<file path="config.mk">
export PLATFORM = sky130hd
export DESIGN_NAME = traffic_light_controller_flat
export DESIGN_NICKNAME = d
export VERILOG_FILES = /design/src/rtl/traffic_light_controller_if.sv /design/src/rtl/traffic_light_controller.sv /design/src/flat_wrapper.sv
export SDC_FILE = /design/constraint.sdc
export NUM_CORES = 1
export LEC_CHECK = 0
export BUFFER_PORTS_ARGS = -buffer_cell sky130_fd_sc_hd__buf_4
export CAP_MARGIN = 20
export CORE_UTILIZATION = 42
export DETAILED_ROUTE_END_ITERATION = 8
export HOLD_SLACK_MARGIN = 0.1
export SLEW_MARGIN = 20
export SYNTH_ARGS = -nofsm -noshare
export SYNTH_HDL_FRONTEND = slang
export SYNTH_SLANG_ARGS = --single-unit
</file>
<file path="constraint.sdc">
create_clock -name Clock_Div_10000Hz -period 4.7 [get_ports Clock_Div_10000Hz]
set_clock_uncertainty 0.05 [all_clocks]
set_input_delay 0.94 -clock Clock_Div_10000Hz [delete_from_list [all_inputs] [get_ports Clock_Div_10000Hz]]
set_output_delay 0.94 -clock Clock_Div_10000Hz [all_outputs]
set_load 0.005 [all_outputs]
</file>
<file path="src/rtl/traffic_light_controller_if.sv">
// Control/status bundle between the traffic light controller and its host
// (dot matrix display driver, pedestrian button, maintenance switch).
interface traffic_light_controller_if;
  logic       Enable;
  logic       Ped_Req;
  logic       Maint;
  logic [1:0] Current_State;
  logic [3:0] Sec_Left;
  logic       State_Change;
  logic       Ped_Ack;

  modport master (
    output Enable, Ped_Req, Maint,
    input  Current_State, Sec_Left, State_Change, Ped_Ack
  );

  modport slave (
    input  Enable, Ped_Req, Maint,
    output Current_State, Sec_Left, State_Change, Ped_Ack
  );
endinterface

</file>
<file path="src/rtl/traffic_light_controller.sv">
// RED -> GREEN -> YELLOW light sequencer with one-second prescaler, pedestrian
// shortening of GREEN and a blinking-yellow maintenance mode.
module traffic_light_controller #(
  parameter int unsigned TICKS_PER_SEC = 10000,
  parameter int unsigned RED_SEC       = 5,
  parameter int unsigned GREEN_SEC     = 5,
  parameter int unsigned YELLOW_SEC    = 2,
  parameter int unsigned PED_SEC       = 1
) (
  input  logic                              Clock_Div_10000Hz,
  input  logic                              Reset,
  traffic_light_controller_if.slave         bus
);

  typedef enum logic [1:0] {
    RED    = 2'b00,
    YELLOW = 2'b01,
    GREEN  = 2'b10,
    NONE   = 2'b11
  } state_e;

  localparam int unsigned PW = (TICKS_PER_SEC > 1) ? $clog2(TICKS_PER_SEC) : 1;
  localparam logic [PW-1:0] PRESC_MAX = PW'(TICKS_PER_SEC - 1);

  state_e        state;
  logic [3:0]    sec_left;
  logic [PW-1:0] presc;
  logic          state_change;
  logic          ped_ack;
  logic          maint_q;

  logic          sec_tick;
  logic [PW-1:0] presc_next;
  logic          ped_hit;
  state_e        seq_next;

  function automatic logic [3:0] duration(state_e s);
    case (s)
      RED:     duration = 4'(RED_SEC);
      GREEN:   duration = 4'(GREEN_SEC);
      YELLOW:  duration = 4'(YELLOW_SEC);
      default: duration = '0;
    endcase
  endfunction

  always_comb begin
    sec_tick   = (presc == PRESC_MAX);
    presc_next = sec_tick ? '0 : presc + PW'(1);
    ped_hit    = bus.Ped_Req && (state == GREEN) && (sec_left > 4'(PED_SEC));
    case (state)
      RED:     seq_next = GREEN;
      GREEN:   seq_next = YELLOW;
      default: seq_next = RED;
    endcase
  end

  // maint_q distinguishes the entry/exit edges of maintenance from steady blinking.
  always_ff @(posedge Clock_Div_10000Hz or negedge Reset) begin
    if (!Reset) begin
      state        <= RED;
      sec_left     <= 4'(RED_SEC);
      presc        <= '0;
      state_change <= 1'b0;
      ped_ack      <= 1'b0;
      maint_q      <= 1'b0;
    end else begin
      state_change <= 1'b0;
      ped_ack      <= 1'b0;
      maint_q      <= bus.Maint;
      if (bus.Maint && !maint_q) begin
        state        <= YELLOW;
        sec_left     <= '0;
        presc        <= '0;
        state_change <= (state != YELLOW);
      end else if (bus.Maint) begin
        presc <= presc_next;
        if (sec_tick) begin
          state        <= (state == YELLOW) ? NONE : YELLOW;
          state_change <= 1'b1;
        end
      end else if (maint_q) begin
        state        <= RED;
        sec_left     <= 4'(RED_SEC);
        presc        <= '0;
        state_change <= (state != RED);
      end else if (bus.Enable) begin
        presc <= presc_next;
        // Truncation takes precedence over a coincident one-second decrement.
        if (ped_hit) begin
          sec_left <= 4'(PED_SEC);
          ped_ack  <= 1'b1;
        end else if (sec_tick) begin
          if (sec_left > 4'd1) begin
            sec_left <= sec_left - 4'd1;
          end else begin
            state        <= seq_next;
            sec_left     <= duration(seq_next);
            state_change <= 1'b1;
          end
        end
      end
    end
  end

  assign bus.Current_State = state;
  assign bus.Sec_Left      = sec_left;
  assign bus.State_Change  = state_change;
  assign bus.Ped_Ack       = ped_ack;

endmodule

</file>
<file path="src/flat_wrapper.sv">
// flat-port wrapper written by rule: the top's interface ports become plain ports
module traffic_light_controller_flat 
#(
  parameter int unsigned TICKS_PER_SEC = 10000,
  parameter int unsigned RED_SEC       = 5,
  parameter int unsigned GREEN_SEC     = 5,
  parameter int unsigned YELLOW_SEC    = 2,
  parameter int unsigned PED_SEC       = 1
)
  (Clock_Div_10000Hz, Reset, bus_Enable, bus_Ped_Req, bus_Maint, bus_Current_State, bus_Sec_Left, bus_State_Change, bus_Ped_Ack);
  traffic_light_controller_if bus_i ();
  input  logic Clock_Div_10000Hz;
  input  logic Reset;
  input wire logic [$bits(bus_i.Enable)-1:0] bus_Enable;
  input wire logic [$bits(bus_i.Ped_Req)-1:0] bus_Ped_Req;
  input wire logic [$bits(bus_i.Maint)-1:0] bus_Maint;
  output wire logic [$bits(bus_i.Current_State)-1:0] bus_Current_State;
  output wire logic [$bits(bus_i.Sec_Left)-1:0] bus_Sec_Left;
  output wire logic [$bits(bus_i.State_Change)-1:0] bus_State_Change;
  output wire logic [$bits(bus_i.Ped_Ack)-1:0] bus_Ped_Ack;
  assign bus_i.Enable = bus_Enable;
  assign bus_i.Ped_Req = bus_Ped_Req;
  assign bus_i.Maint = bus_Maint;
  assign bus_Current_State = bus_i.Current_State;
  assign bus_Sec_Left = bus_i.Sec_Left;
  assign bus_State_Change = bus_i.State_Change;
  assign bus_Ped_Ack = bus_i.Ped_Ack;
  traffic_light_controller #(.TICKS_PER_SEC(TICKS_PER_SEC), .RED_SEC(RED_SEC), .GREEN_SEC(GREEN_SEC), .YELLOW_SEC(YELLOW_SEC), .PED_SEC(PED_SEC)) u_core (.Clock_Div_10000Hz(Clock_Div_10000Hz), .Reset(Reset), .bus(bus_i));
endmodule
</file>
==> reports/summary.md <==
After synthesis, the share of flip-flops with an asynchronous set or reset is 100%. The class of the most critical hold timing path was input pin to async pin. The setup-violating endpoint count in the final report is 0, and the final-layout fill cell count is 342. Uppermost signal routing layer after detailed routing: met4.

STA classifies the critical path startpoint as a flop. Yosys attributes the largest share of cell area to sky130_fd_sc_hd__dfrtp_1 (36%), sky130_fd_sc_hd__a21oi_1 (5.5%), sky130_fd_sc_hd__dfstp_2 (3.6%). For the worst setup path, the data arrival time is 2.72 ns. The routed design could run at a clock period as short as 2.58 ns. The die is 61.1 µm tall. The remaining number of nets flagged by the antenna check after routing was 0; the synthesized-area fraction occupied by ao, oa, aoi and oai cells was 24.0%. Type of the setup path with the least slack: flop to flop. Wire segments on met2 add up to 1420 µm in the final route. The overall die width was 61.1 µm; the area fraction of the dominant cell type after synthesis was 35.8%. The logs give 47.8% for the final core area utilization and 0 for the number of buffers inserted for hold repair after clock tree synthesis. The tools report the area inside the core boundary as 0.00334 mm².

For this run the aggregate overflow at the end of global routing stands at 0. The routed design has 3280 µm of wire. The fraction of the cycle the final worst path needs is 54.9%, and the simple logic cell fraction of the synthesized area is 21.0%. Counting tap cells, the placed design contains a total of 211 instances. The routed wirelength normalized by instance count works out to 15.2 µm. The maximum number of pins on one net before global-route repair is 24. 0 antenna diodes ended up in the layout. The number of hold-slack violations in the final timing report was 0. In the routed design, unresolved DRC markers number 0.

The run gives 21 as the number of rows created at floorplan. The run gives 0 as the max-slew violation total from the final report. At the end of routability-driven placement, the weighted congestion stood at 0.788. Cell type with the largest total area after synthesis: sky130_fd_sc_hd__dfrtp_1. The overall power after layout is 0.401 mW.

Timing would allow up to 0.387 GHz. Once the clock tree was built, the setup fixing pass inserted 0 buffers. The tools report the I/O pin total as 13. For this block, wires on met1 add up to 1630 µm. The logs give 1259 for the routed via count and 0.141 mV for the maximum vdd ir drop.

The number of buffers created by CTS is 3, and the average via count per standard cell is 5.86. The area added between synthesis and finish came out at 8.70%. The tools report the number of detailed-routing iterations run before antenna repair as 4. The number of I/O port buffers is 12, and the net count reported at finish is 178.

Setup repair after global routing left no endpoint under its margin. For this design the static power due to leakage is 0.642 nW. The number of buffer and inverter stages on the critical path was 1; the via count of the first global-routing pass was 1149. The transition time of the tightest slew-check pin is 1.00 ns, and the clock latency of the later-clocked register in the worst-skew pair is 0.31 ns. Counting every instance in the synthesized netlist gives 160. The layout cell share with drive strength beyond 1 works out to 16.6%.

The number of H-tree branching levels was 1; the aggregate global-route resource usage was 19.8%. The initial antenna violation count came out at 0. Headroom to the max-slew limit came out at 32.5%. In this run the worst path has a maximum fanout of 12. For this run, the number of standard cells in the final layout without fillers is 215. Once the clock tree was built, the resizer swapped 0 gates to a different size. The synthesized design contains 0 enable-type register cells. Among all flip-flop cells after synthesis, the most frequent one is sky130_fd_sc_hd__dfrtp_1. Of the total synthesized cell area, the portion taken by XOR and XNOR cells is 4.77%. The run finished with clean final reports. The mean instance size in the synthesized netlist was 9.17 µm². For this configuration, the core starts out at a cell density of 44.0%. Power per unit of standard cell area: 251 mW/mm². Adding up every negative setup slack in the final design gives 0 ns. TritonCTS built the clock tree. The worst stage delay on the critical path works out to 0.56 ns.

The Yosys step of the flow raised 0 warnings. The distinct cell type count of the synthesized netlist is 51. Grouping stages by cell kind, the critical path spends the most delay in simple AND/OR/NAND/NOR gates.

After the first detailed-routing iteration, the DRC count stood at 68. The required time at the endpoint of the critical path came out at 4.83 ns. The slowest stage of the critical path belongs to the cell sky130_fd_sc_hd__or4_1. The synthesized-area fraction occupied by adder cells is 2.56%.

The first global-routing pass estimated 5460 µm of wire. The post-synthesis mux area share is 2.05%, and the sink count of the clock tree is 23. The wire length on met3 was 188 µm; the register clock-pin slew on the reported worst setup and hold paths was 0.13 ns. For the fraction of the yosys area taken by sequential cells, the log shows 39.4%. The library cell used as clock root buffer is sky130_fd_sc_hd__clkbuf_4. The tools report the max-cap violation count as 0. After synthesis, the largest family of logic cells by area is compound AO/OA/AOI/OAI gates.

The logs give 0.00147 mm² for the post-synthesis instance area and 0.00374 mm² for the die area. The HPWL after detailed placement is 2360 µm. Largest buffer count on any clock path: 2. The synthesized design contains 23 register bits.

The number of nets handed over by synthesis was 168. Traced cell by cell, the critical path runs through or4_1 > or4_4 > o21ai_0 > buf_4 > a22oi_1. Category of the worst setup path capture point: a flop.
==> kinds of logic after synthesis <==
kind of cell | count (synthesis)
flip-flops | 23
multiplexers | 3
XOR/XNOR | 8
AO/OA/AOI/OAI | 52
buffers and inverters | 18
adder cells (fa/ha/maj) | 3
AND/OR/NAND/NOR | 53
==> through the flow <==
step / hold slack, ns / worst slack (ns) / instance area, µm²
after floorplan: 0.433 / 2.31 / 1470
after global placement: 0.481 / 1.86 / 1560
after detailed placement: 0.486 / 2.11 / 1570
after CTS: 0.443 / 2.14 / 1600
after global routing: 0.448 / 1.90 / 1600
final: 0.441 / 2.12 / 1600
==> cell usage after synthesis, types with 2 or more instances <==
master and n:
sky130_fd_sc_hd__buf_6 2, sky130_fd_sc_hd__nand4_1 4, sky130_fd_sc_hd__a21oi_1 16, sky130_fd_sc_hd__a22o_1 3, sky130_fd_sc_hd__o21bai_1 2, sky130_fd_sc_hd__o21ai_0 9, sky130_fd_sc_hd__nand3_1 4, sky130_fd_sc_hd__nor2b_1 2
sky130_fd_sc_hd__or2_2 2, sky130_fd_sc_hd__inv_1 10, sky130_fd_sc_hd__clkbuf_1 2, sky130_fd_sc_hd__o211ai_1 3, sky130_fd_sc_hd__buf_4 2, sky130_fd_sc_hd__mux2i_1 3, sky130_fd_sc_hd__nor4_1 2, sky130_fd_sc_hd__a31oi_1 3
sky130_fd_sc_hd__ha_1 3, sky130_fd_sc_hd__xnor2_1 4, sky130_fd_sc_hd__or3_1 6, sky130_fd_sc_hd__nor3_1 6, sky130_fd_sc_hd__nand2_1 8, sky130_fd_sc_hd__xor2_1 4, sky130_fd_sc_hd__or4_1 2, sky130_fd_sc_hd__dfrtp_1 21
sky130_fd_sc_hd__buf_2 2, sky130_fd_sc_hd__a22oi_1 3, sky130_fd_sc_hd__dfstp_2 2, sky130_fd_sc_hd__nor2_1 7
==> registers in the layout, indices dropped and copies added (netlist names) <==
name,cells
u_core.presc,14
u_core.bus.Sec_Left,4
u_core.bus.Current_State,2
u_core.bus.Ped_Ack,1
u_core.bus.State_Change,1
u_core.maint_q,1
==> placed cells by master (no fill, tap or decap), types with 4 or more instances in the layout <==
cell type	instances
sky130_fd_sc_hd__nor2_1	7
sky130_fd_sc_hd__or3_1	6
sky130_fd_sc_hd__a21oi_1	16
sky130_fd_sc_hd__o21ai_0	9
sky130_fd_sc_hd__xnor2_1	4
sky130_fd_sc_hd__nand4_1	4
sky130_fd_sc_hd__dfrtp_1	21
sky130_fd_sc_hd__xor2_1	4
sky130_fd_sc_hd__nor3_1	6
sky130_fd_sc_hd__buf_4	13
sky130_fd_sc_hd__nand2_1	8
sky130_fd_sc_hd__inv_1	10
sky130_fd_sc_hd__nand3_1	4
==> layout make-up <==
class / instances / area [µm²] / area share [%]
clock inverter: 1 / 5.00 / 0.314
inverter: 10 / 37.5 / 2.35
clock buffer: 3 / 22.5 / 1.41
tap: 46 / 57.6 / 3.61
sequential: 23 / 578 / 36.2
timing repair buffer: 13 / 97.6 / 6.12
multi-input combinational: 119 / 797 / 50.0
==> metal layers <==
metal | vias up | GRT usage [%]
met5 | - | 0
met1 | 603 | 31.4
met2 | 38 | 27.2
li1 | 614 | -
met3 | 4 | 2.10
met4 | 0 | 8.12
==> path summary, 6_finish.rpt <==
check	from	end	slack, ns	cells after the start
min reg2reg	u_core.presc[2]	u_core.presc[2]	0.50	1
max reg2reg	u_core.presc[5]	u_core.presc[11]	2.12	5
max in group asynchronous	Reset	u_core.bus.Sec_Left[2]	3.88	1
min	Reset	u_core.bus.State_Change	0.44	1
max	u_core.presc[5]	u_core.presc[11]	2.12	5
min in group Clock_Div_10000Hz	u_core.presc[2]	u_core.presc[2]	0.50	1
==> power breakdown <==
part           internal (mW)  switching [mW]  total [mW]
clock                 0.0318          0.0627      0.0945
sequential             0.211          0.0158       0.226
combinational         0.0355          0.0447      0.0802
(Power assumes the default switching activity.)
